`src/rtl/mips_cpu_avalon_bus.sv`:
```
`default_nettype none
// ============================================================================
// Module   : mips_cpu_avalon_bus
// Purpose  : Multicycle 32-bit MIPS I subset CPU. A single Avalon-MM master
//            port is shared by instruction fetch and load/store traffic. The
//            core boots from RESET_VECTOR and halts once the next PC to be
//            fetched is 0x00000000.
// Ports    : clk, reset         - clock, asynchronous active-high reset
//            active             - high while the core is executing
//            register_v0        - live value of GPR $2
//            address/read/write - Avalon-MM master command signals
//            writedata          - store data
//            byteenable         - constant 4'b1111 (word accesses only)
//            readdata           - read data, valid when read=1, waitrequest=0
//            waitrequest        - slave stall, holds the current transfer
// Revision : 1.0 - initial release
// ============================================================================
module mips_cpu_avalon_bus #(
    parameter logic [31:0] RESET_VECTOR = 32'hBFC00000
) (
    input  logic        clk,
    input  logic        reset,
    output logic        active,
    output logic [31:0] register_v0,
    output logic [31:0] address,
    output logic        write,
    output logic        read,
    input  logic        waitrequest,
    output logic [31:0] writedata,
    output logic [3:0]  byteenable,
    input  logic [31:0] readdata
);

    typedef enum logic [1:0] {
        S_FETCH  = 2'd0,
        S_EXEC   = 2'd1,
        S_MEM    = 2'd2,
        S_HALTED = 2'd3
    } state_t;

    state_t      state_q, state_d;
    logic        active_q, active_d;
    logic        pending_q, pending_d;
    logic [31:0] pc_q, pc_d;
    logic [31:0] ir_q, ir_d;
    logic [31:0] target_q, target_d;
    logic [31:0] addr_q;
    logic [31:0] regs_q [32];

    // Instruction fields
    logic [5:0]  opcode, funct;
    logic [4:0]  rs_idx, rt_idx, rd_idx, shamt;
    logic [31:0] rs_val, rt_val, imm_sext, imm_zext, pc_plus4, mem_addr;
    logic        is_lw, is_sw;

    assign opcode   = ir_q[31:26];
    assign rs_idx   = ir_q[25:21];
    assign rt_idx   = ir_q[20:16];
    assign rd_idx   = ir_q[15:11];
    assign shamt    = ir_q[10:6];
    assign funct    = ir_q[5:0];
    assign rs_val   = regs_q[rs_idx];
    assign rt_val   = regs_q[rt_idx];
    assign imm_sext = {{16{ir_q[15]}}, ir_q[15:0]};
    assign imm_zext = {16'h0000, ir_q[15:0]};
    // pc_q holds the address of the instruction in IR during EXEC
    assign pc_plus4 = pc_q + 32'd4;
    assign mem_addr = rs_val + imm_sext;
    assign is_lw    = (opcode == 6'h23);
    assign is_sw    = (opcode == 6'h2B);

    // ------------------------------------------------------------------
    // Execute: ALU result, write-back target and control transfer
    // ------------------------------------------------------------------
    logic        wb_en;
    logic [4:0]  wb_idx;
    logic [31:0] wb_val;
    logic        take;
    logic [31:0] tgt;

    always_comb begin
        wb_en  = 1'b0;
        wb_idx = rt_idx;
        wb_val = 32'h0;
        take   = 1'b0;
        tgt    = 32'h0;
        case (opcode)
            6'h00: begin
                wb_idx = rd_idx;
                wb_en  = 1'b1;
                case (funct)
                    6'h21: wb_val = rs_val + rt_val;
                    6'h23: wb_val = rs_val - rt_val;
                    6'h24: wb_val = rs_val & rt_val;
                    6'h25: wb_val = rs_val | rt_val;
                    6'h26: wb_val = rs_val ^ rt_val;
                    6'h2A: wb_val = {31'h0, $signed(rs_val) < $signed(rt_val)};
                    6'h2B: wb_val = {31'h0, rs_val < rt_val};
                    6'h00: wb_val = rt_val << shamt;
                    6'h02: wb_val = rt_val >> shamt;
                    6'h03: wb_val = $unsigned($signed(rt_val) >>> shamt);
                    6'h08: begin
                        wb_en = 1'b0;
                        take  = 1'b1;
                        tgt   = rs_val;
                    end
                    6'h09: begin
                        take   = 1'b1;
                        tgt    = rs_val;
                        wb_val = pc_q + 32'd8;
                    end
                    default: wb_en = 1'b0;
                endcase
            end
            6'h09: begin wb_en = 1'b1; wb_val = rs_val + imm_sext; end
            6'h0C: begin wb_en = 1'b1; wb_val = rs_val & imm_zext; end
            6'h0D: begin wb_en = 1'b1; wb_val = rs_val | imm_zext; end
            6'h0E: begin wb_en = 1'b1; wb_val = rs_val ^ imm_zext; end
            6'h0F: begin wb_en = 1'b1; wb_val = {ir_q[15:0], 16'h0000}; end
            6'h0A: begin wb_en = 1'b1; wb_val = {31'h0, $signed(rs_val) < $signed(imm_sext)}; end
            6'h0B: begin wb_en = 1'b1; wb_val = {31'h0, rs_val < imm_sext}; end
            6'h04: begin take = (rs_val == rt_val); tgt = pc_plus4 + (imm_sext << 2); end
            6'h05: begin take = (rs_val != rt_val); tgt = pc_plus4 + (imm_sext << 2); end
            6'h02: begin take = 1'b1; tgt = {pc_plus4[31:28], ir_q[25:0], 2'b00}; end
            6'h03: begin
                take   = 1'b1;
                tgt    = {pc_plus4[31:28], ir_q[25:0], 2'b00};
                wb_en  = 1'b1;
                wb_idx = 5'd31;
                wb_val = pc_q + 32'd8;
            end
            default: ;
        endcase
    end

    // ------------------------------------------------------------------
    // Register-file write port, shared by EXEC write-back and LW return
    // ------------------------------------------------------------------
    logic        rf_we;
    logic [4:0]  rf_waddr;
    logic [31:0] rf_wdata;

    always_comb begin
        rf_we    = 1'b0;
        rf_waddr = wb_idx;
        rf_wdata = wb_val;
        if (state_q == S_EXEC) begin
            rf_we = wb_en;
        end else if (state_q == S_MEM && is_lw && !waitrequest) begin
            rf_we    = 1'b1;
            rf_waddr = rt_idx;
            rf_wdata = readdata;
        end
    end

    // ------------------------------------------------------------------
    // Control FSM next-state and bus outputs
    // ------------------------------------------------------------------
    always_comb begin
        state_d   = state_q;
        active_d  = active_q;
        pending_d = pending_q;
        pc_d      = pc_q;
        ir_d      = ir_q;
        target_d  = target_q;
        read      = 1'b0;
        write     = 1'b0;
        address   = addr_q;
        writedata = 32'h0;
        case (state_q)
            S_FETCH: begin
                // active_q is low only on the first cycle after reset
                if (active_q) begin
                    read    = 1'b1;
                    address = pc_q & ~32'h3;
                    if (!waitrequest) begin
                        ir_d    = readdata;
                        state_d = S_EXEC;
                    end
                end else begin
                    active_d = 1'b1;
                end
            end
            S_EXEC: begin
                // A pending target belongs to the branch before this
                // instruction, so this instruction was its delay slot.
                pc_d      = pending_q ? target_q : pc_plus4;
                pending_d = take;
                target_d  = tgt;
                if (is_lw || is_sw) begin
                    state_d = S_MEM;
                end else if (pc_d == 32'h0) begin
                    state_d  = S_HALTED;
                    active_d = 1'b0;
                end else begin
                    state_d = S_FETCH;
                end
            end
            S_MEM: begin
                address   = mem_addr & ~32'h3;
                read      = is_lw;
                write     = is_sw;
                writedata = is_sw ? rt_val : 32'h0;
                if (!waitrequest) begin
                    if (pc_q == 32'h0) begin
                        state_d  = S_HALTED;
                        active_d = 1'b0;
                    end else begin
                        state_d = S_FETCH;
                    end
                end
            end
            default: ;
        endcase
    end

    always_ff @(posedge clk or posedge reset) begin
        if (reset) begin
            state_q   <= S_FETCH;
            active_q  <= 1'b0;
            pending_q <= 1'b0;
            pc_q      <= RESET_VECTOR;
            ir_q      <= 32'h0;
            target_q  <= 32'h0;
            addr_q    <= RESET_VECTOR;
            for (int i = 0; i < 32; i++) begin
                regs_q[i] <= 32'h0;
            end
        end else begin
            state_q   <= state_d;
            active_q  <= active_d;
            pending_q <= pending_d;
            pc_q      <= pc_d;
            ir_q      <= ir_d;
            target_q  <= target_d;
            addr_q    <= address;
            // $0 is never written, so it keeps its reset value of zero
            if (rf_we && rf_waddr != 5'd0) begin
                regs_q[rf_waddr] <= rf_wdata;
            end
        end
    end

    assign active      = active_q;
    assign register_v0 = regs_q[2];
    assign byteenable  = 4'b1111;

endmodule
`default_nettype wire

```
`config.mk`:
```
export PLATFORM = sky130hd
export DESIGN_NAME = mips_cpu_avalon_bus
export DESIGN_NICKNAME = d
export VERILOG_FILES = /design/src/rtl/mips_cpu_avalon_bus.sv
export SDC_FILE = /design/constraint.sdc
export NUM_CORES = 2
export LEC_CHECK = 0
export BUFFER_PORTS_ARGS = -buffer_cell sky130_fd_sc_hd__buf_2
export CELL_PAD_IN_SITES_DETAIL_PLACEMENT = 1
export CELL_PAD_IN_SITES_GLOBAL_PLACEMENT = 2
export CORE_MARGIN = 3
export CORE_UTILIZATION = 40
export CTS_CLUSTER_DIAMETER = 60
export DETAILED_ROUTE_END_ITERATION = 10
export PLACE_DENSITY_LB_ADDON = 0.1
export SLEW_MARGIN = 20
export SYNTH_ARGS = -nofsm -noshare
export SYNTH_HDL_FRONTEND = slang
export SYNTH_SLANG_ARGS = --single-unit
```
`constraint.sdc`:
```
create_clock -name clk -period 58.4 [get_ports clk]
set_clock_uncertainty 0.2 [all_clocks]
set_input_delay 2.92 -clock clk [delete_from_list [all_inputs] [get_ports clk]]
set_output_delay 2.92 -clock clk [all_outputs]
set_load 0.05 [all_outputs]
```
* Word-level counts from Yosys, hierarchy flattened
Cells that the tools add are included.
** Word-level totals
- Flip-flop bits (word level) :: 1156
- Input port bits :: 35
- Output and inout port bits :: 103
- Logic and storage cells :: 165
** Cells by class
- Add/sub/neg operators :: 6
- $lt $le $gt $ge :: 8
- Eq/ne operators :: 34
- Shifts and indexed selects :: 3
- Muxes and demuxes :: 44
- Bitwise logic cells :: 10
- Reduce and logical (&&, ||, !) cells :: 21
** Operators by type and width (count)
- bitwise mux 1024 bit :: 1
- two-way mux 32 bit :: 12
- case mux 32 bit (11 select lines) :: 1
- binary-select mux 32 bit (select 5 bit) :: 2
- case mux 32 bit (9 select lines) :: 1
- demux 32 bit (select 5 bit) :: 1
- adder 32 bit :: 3
- less-than comparator 32 bit :: 3
- case mux 32 bit (3 select lines) :: 1
- zero test 32 bit :: 2
- case mux 32 bit (2 select lines) :: 1
- equality test 6 x 4 -> 1 bit, second input constant :: 9
- equality test 6 bit, second input constant :: 9
- adder 32 x 3 -> 32 bit, second input constant :: 1
- adder 32 x 4 -> 32 bit, second input constant :: 1
- AND 32 x 16 -> 32 bit :: 1
- AND 32 bit :: 1
- equality test 32 bit :: 1
- less-than comparator 32 x 16 -> 1 bit :: 1
- != test 32 bit :: 1
- bitwise OR 32 x 16 -> 32 bit :: 1
- bitwise OR 32 bit :: 1
- left shift 32 x 5 -> 32 bit :: 1
- >> shifter 32 x 5 -> 32 bit :: 1
- other kinds (35) :: 69

* Depth between registers and ports, before layout
- Word-level depth :: 11
- Mapped depth :: 27
- Depth with buffers taken out :: 18

* Worst setup path after synthesis
Ideal clock, no wire load.
- Path type :: reg2out
- Start point :: register ir_q[22]
- End point :: output port address[30]
- Arrival :: 7.475 ns
- Data required time :: 55.280 ns
- Slack :: 47.805 ns
- Stages on the path, launching flop included :: 25
- Buffers on the path :: 9
- Cells stage by stage :: dfrtp_1 > clkbuf_1 > buf_2 > buf_2 > buf_2 > buf_2 > buf_1 > buf_1 > buf_2 > buf_2 > mux4_2 > mux4_2 > mux2i_1 > inv_1 > ha_1 > fa_1 > a21oi_1 > o21ai_0 > a2111o_1 > nand3_1 > a31oi_1 > a311o_1 > a311oi_1 > xnor2_1 > o221ai_1
** On the way
- Longest elaborated chain between the ends :: 6
** RTL lines
- start, declared :: line 45 : logic [31:0] ir_q, ir_d;
- start signal, assigned :: line 234 : ir_q <= ir_d;
- NOT 5 -> 6 bit (implied by the code) :: line 62 : assign rs_val = regs_q[rs_idx];
- binary-select mux 32 bit (select 5 bit) :: line 62
- two-way mux 32 bit (implied by the code) (2 in series) :: line 62
- adder 32 bit :: line 68 : assign mem_addr = rs_val + imm_sext;
- case mux 32 bit (2 select lines) :: line 170 : case (state_q)
- end, declared :: line 25 : output logic [31:0] address,
Every way passes these cells. The select of a mux whose other input is x is not followed.

* Worst setup path in the final report
- Start point :: register ir_q[22]
- End point :: output port address[31]
Same word-level chain as after synthesis.

==> results.tsv <==
metric	value	unit
status	completed	
most common cell type on the critical path	mux4_2	
count of nets after finishing	7601	
primary flip-flop cell chosen by synthesis mapping	dfrtp_1	
Die Height	446	µm
number of setup violations in the final report	0	
share of cells above drive strength 1	0.236	
filler instances	20600	
launching element type of the critical path	register	
via count of the first global-routing pass	67100	
placeable core area	0.191	mm²
Port Buf Inserts	133	
overflow left after global routing	0	
maximum buffer depth of the clock tree	3	
most common cell after layout, fill and taps aside	dfrtp_1	
GPL Wtd Cong	1.01	
starting density of the core	0.405	
standard cell area after detailed placement	0.0804	mm²
synth-to-layout area growth	10.7	%
summed instance area of the synthesized netlist	0.0773	mm²
TritonCTS buffer count	150	
HPWL after detailed placement	267000	µm
fraction of registers with async set or reset after synthesis	1.00	
MaxCap Viol Count	0	
final hold violations	0	
final slew viol count	0	
stage delay of the slowest cell on the critical path	0.87	ns
static leakage	35.8	nW
DRT antenna net count	0	
worst hold path type	register to register	
count of non-filler cells in the finished layout	9975	
CP Max Fanout	85	
number of clock sinks seen by CTS	1156	
number of DRC violations after detailed routing	0	
share of the yosys chip area belonging to registers	0.374	
Routed Wire Length	384000	µm
via density per instance	6.71	
required time worst endpoint	55.28	ns
RSZ-0062 raised after global routing	no	
warning count from the yosys run	0	
number of placed instances with taps included	9693	
clock tree from TritonCTS	yes	
CP Capture Type	output port	
Worst Path Class, Setup	register to output port	
maximum number of pins on one net before global-route repair	134	
summed area of non-filler cells in the final layout	0.0856	mm²
I/O pin count	138	
CTS Hold Buffers Added	0	
total global-route track usage	0.382	
total negative slack for setup checks	0	ns
count of flip-flops with a built-in enable after synthesis	0	
detailed-routing iteration count for the pre-antenna-repair pass	6	
transition time at the pin with the least slew margin	1.24	ns
number of antenna violations at the first check in global routing	38	
number of H-tree levels	4	
die area	0.199	mm²
PwrDens	63.6	mW/mm²
post-cts repair resize count	0	
clk root buf	clkbuf_16	
number of synthesized register bits	1156	
Worst Hold Slack	0.199	ns
commonest cells after routing, fill and taps aside	dfrtp_1 (1123), nand2_1 (868), mux2i_1 (567)	
kind of cell adding the most delay to the critical path	compound AO/OA/AOI/OAI gates	
average footprint of a synthesized cell	10.3	µm²
Tot Pwr	0.00545	W
maximum vdd ir drop	0.0422	mV
fin crit period	11.86	ns
Max-slew headroom	0.170	
unique cell type count in the Yosys netlist	107	
clock latency at the later pin of the worst-skew pair	0.82	ns
final clock period utilization by the worst path	0.203	
num rows	160	
Peak Freq	84.3	MHz
Routed wire per std cell	38.5	µm
global-route wire length before repair	540000	µm
Critical path buffers and inverters	4	
highest-delay cell along the critical path	dfrtp_4	
Reg2Reg Setup Slack	48.62	ns
arrival time of data at the critical path endpoint	8.74	ns
horizontal die dimension	446	µm
crit path cell chain	buf_12, buf_4, mux4_2, mux4_2, mux2i_1, inv_1, ha_1, a211o_1, a2111oi_0, o21ba_2, o311ai_0, o2111ai_1, nand3_1, o21a_1, a211oi_1, xor2_1, a22oi_1, o21ai_0, buf_2	
clock-pin transition on the worst setup and hold timing paths	0.06	ns
number of violations reported at the end of detailed-routing iteration 0	7802	
count of mapped cells out of synthesis	7507	
total number of vias	66900	
buffers inserted during post-CTS setup optimization	0	
worst reg2reg max path, cell delays in order (launching register included):
cell and delay [ns]:
dfrtp_4 0.79, buf_4 0.82, buf_4 0.89, nand4bb_2 0.25, buf_4 0.34, o22ai_1 0.22, nor4_4 0.30, nand3_2 0.45
inv_1 0.33, ha_1 0.43, or2_2 0.42, nor3_1 0.56, nand4_1 0.52, o21ai_0 0.96, a211oi_1 0.22, xnor2_1 0.21
a211oi_1 0.13, a2111oi_2 0.78, o221ai_2 0.19, buf_4 0.28, mux2_4 0.39
state kept, by name (all words and copies together), names as in the netlist:
name,count
target_q,32
active,1
regs_q,992
pc_q,32
register_v0,32
addr_q,32
pending_q,1
ir_q,32
state_q,2
report_power, final:
part           leakage (nW)  switching [W]  internal [W]
registers              15.4       0.000173      0.000918
clock network          2.54       0.000387      0.000591
logic                  17.8        0.00230       0.00107
total                  35.8        0.00286       0.00258
layer usage:
layer | vias up | wire (µm) | track usage
met4 | 16 | 22000 | 0.189
met1 | 35400 | 163000 | 0.525
li1 | 27600 | - | -
met3 | 842 | 31000 | 0.0794
met5 | - | 92 | 0
met2 | 3133 | 168000 | 0.572
cell families after synthesis:
family                     after synthesis  share of synthesized area
xor gates and xnor gates               133                     0.0151
muxes                                 1486                      0.268
DFF                                   1156                      0.374
other                                    1                  0.0000485
AOI/OAI and AO/OA                     1834                      0.152
buffers and inverters                  912                     0.0531
and+or+nand+nor                       1754                      0.100
adders and majority gates              231                     0.0378
per-stage QoR:
stage               utilization  worst slack, ns
finish                    0.448            46.54
global route              0.448            45.93
CTS                       0.447            46.50
detailed placement        0.420            47.40
global placement          0.420            47.39
floorplan                     -            22.75
area by class of cell:
class / count / area [µm²] / area share
Multi-Input combinational cell: 5442 / 44700 / 0.523
Sequential cell: 1156 / 29000 / 0.339
Clock buffer: 212 / 4340 / 0.0507
Tap cell: 2511 / 3140 / 0.0367
Timing Repair Buffer: 406 / 2830 / 0.0330
Clock inverter: 56 / 837 / 0.00978
Inverter: 179 / 681 / 0.00795
Antenna cell: 13 / 32.5 / 0.000380
cell usage after synthesis, types with 122 or more instances:
cell	instances	area (µm²)
mux2_2	484	5450
dfrtp_1	1138	28500
nand3_1	135	676
a21oi_1	236	1180
clkbuf_1	495	1860
o21ai_1	205	1030
mux4_2	405	9120
inv_1	159	597
nor2_1	364	1370
ha_1	227	2840
mux2i_1	567	5680
nand2_1	879	3300
o21ai_0	508	2540
a22oi_1	185	1390
o22ai_1	122	763
path summary, 6_finish.rpt:
check,start,to,cells past startpoint
setup / recovery,ir_q[22]$_DFFE_PP0P_,address[31],19
hold / removal,regs_q[1007]$_DFFE_PP0P_,regs_q[1007]$_DFFE_PP0P_,0
setup reg to reg,ir_q[17]$_DFFE_PP0P_,regs_q[862]$_DFFE_PP0P_,20
hold reg to reg,regs_q[1007]$_DFFE_PP0P_,regs_q[1007]$_DFFE_PP0P_,0
max in group asynchronous,reset,regs_q[222]$_DFFE_PP0P_,6
min in group asynchronous,reset,regs_q[89]$_DFFE_PP0P_,2
No activity file was read; power rests on OpenSTA's default activity.
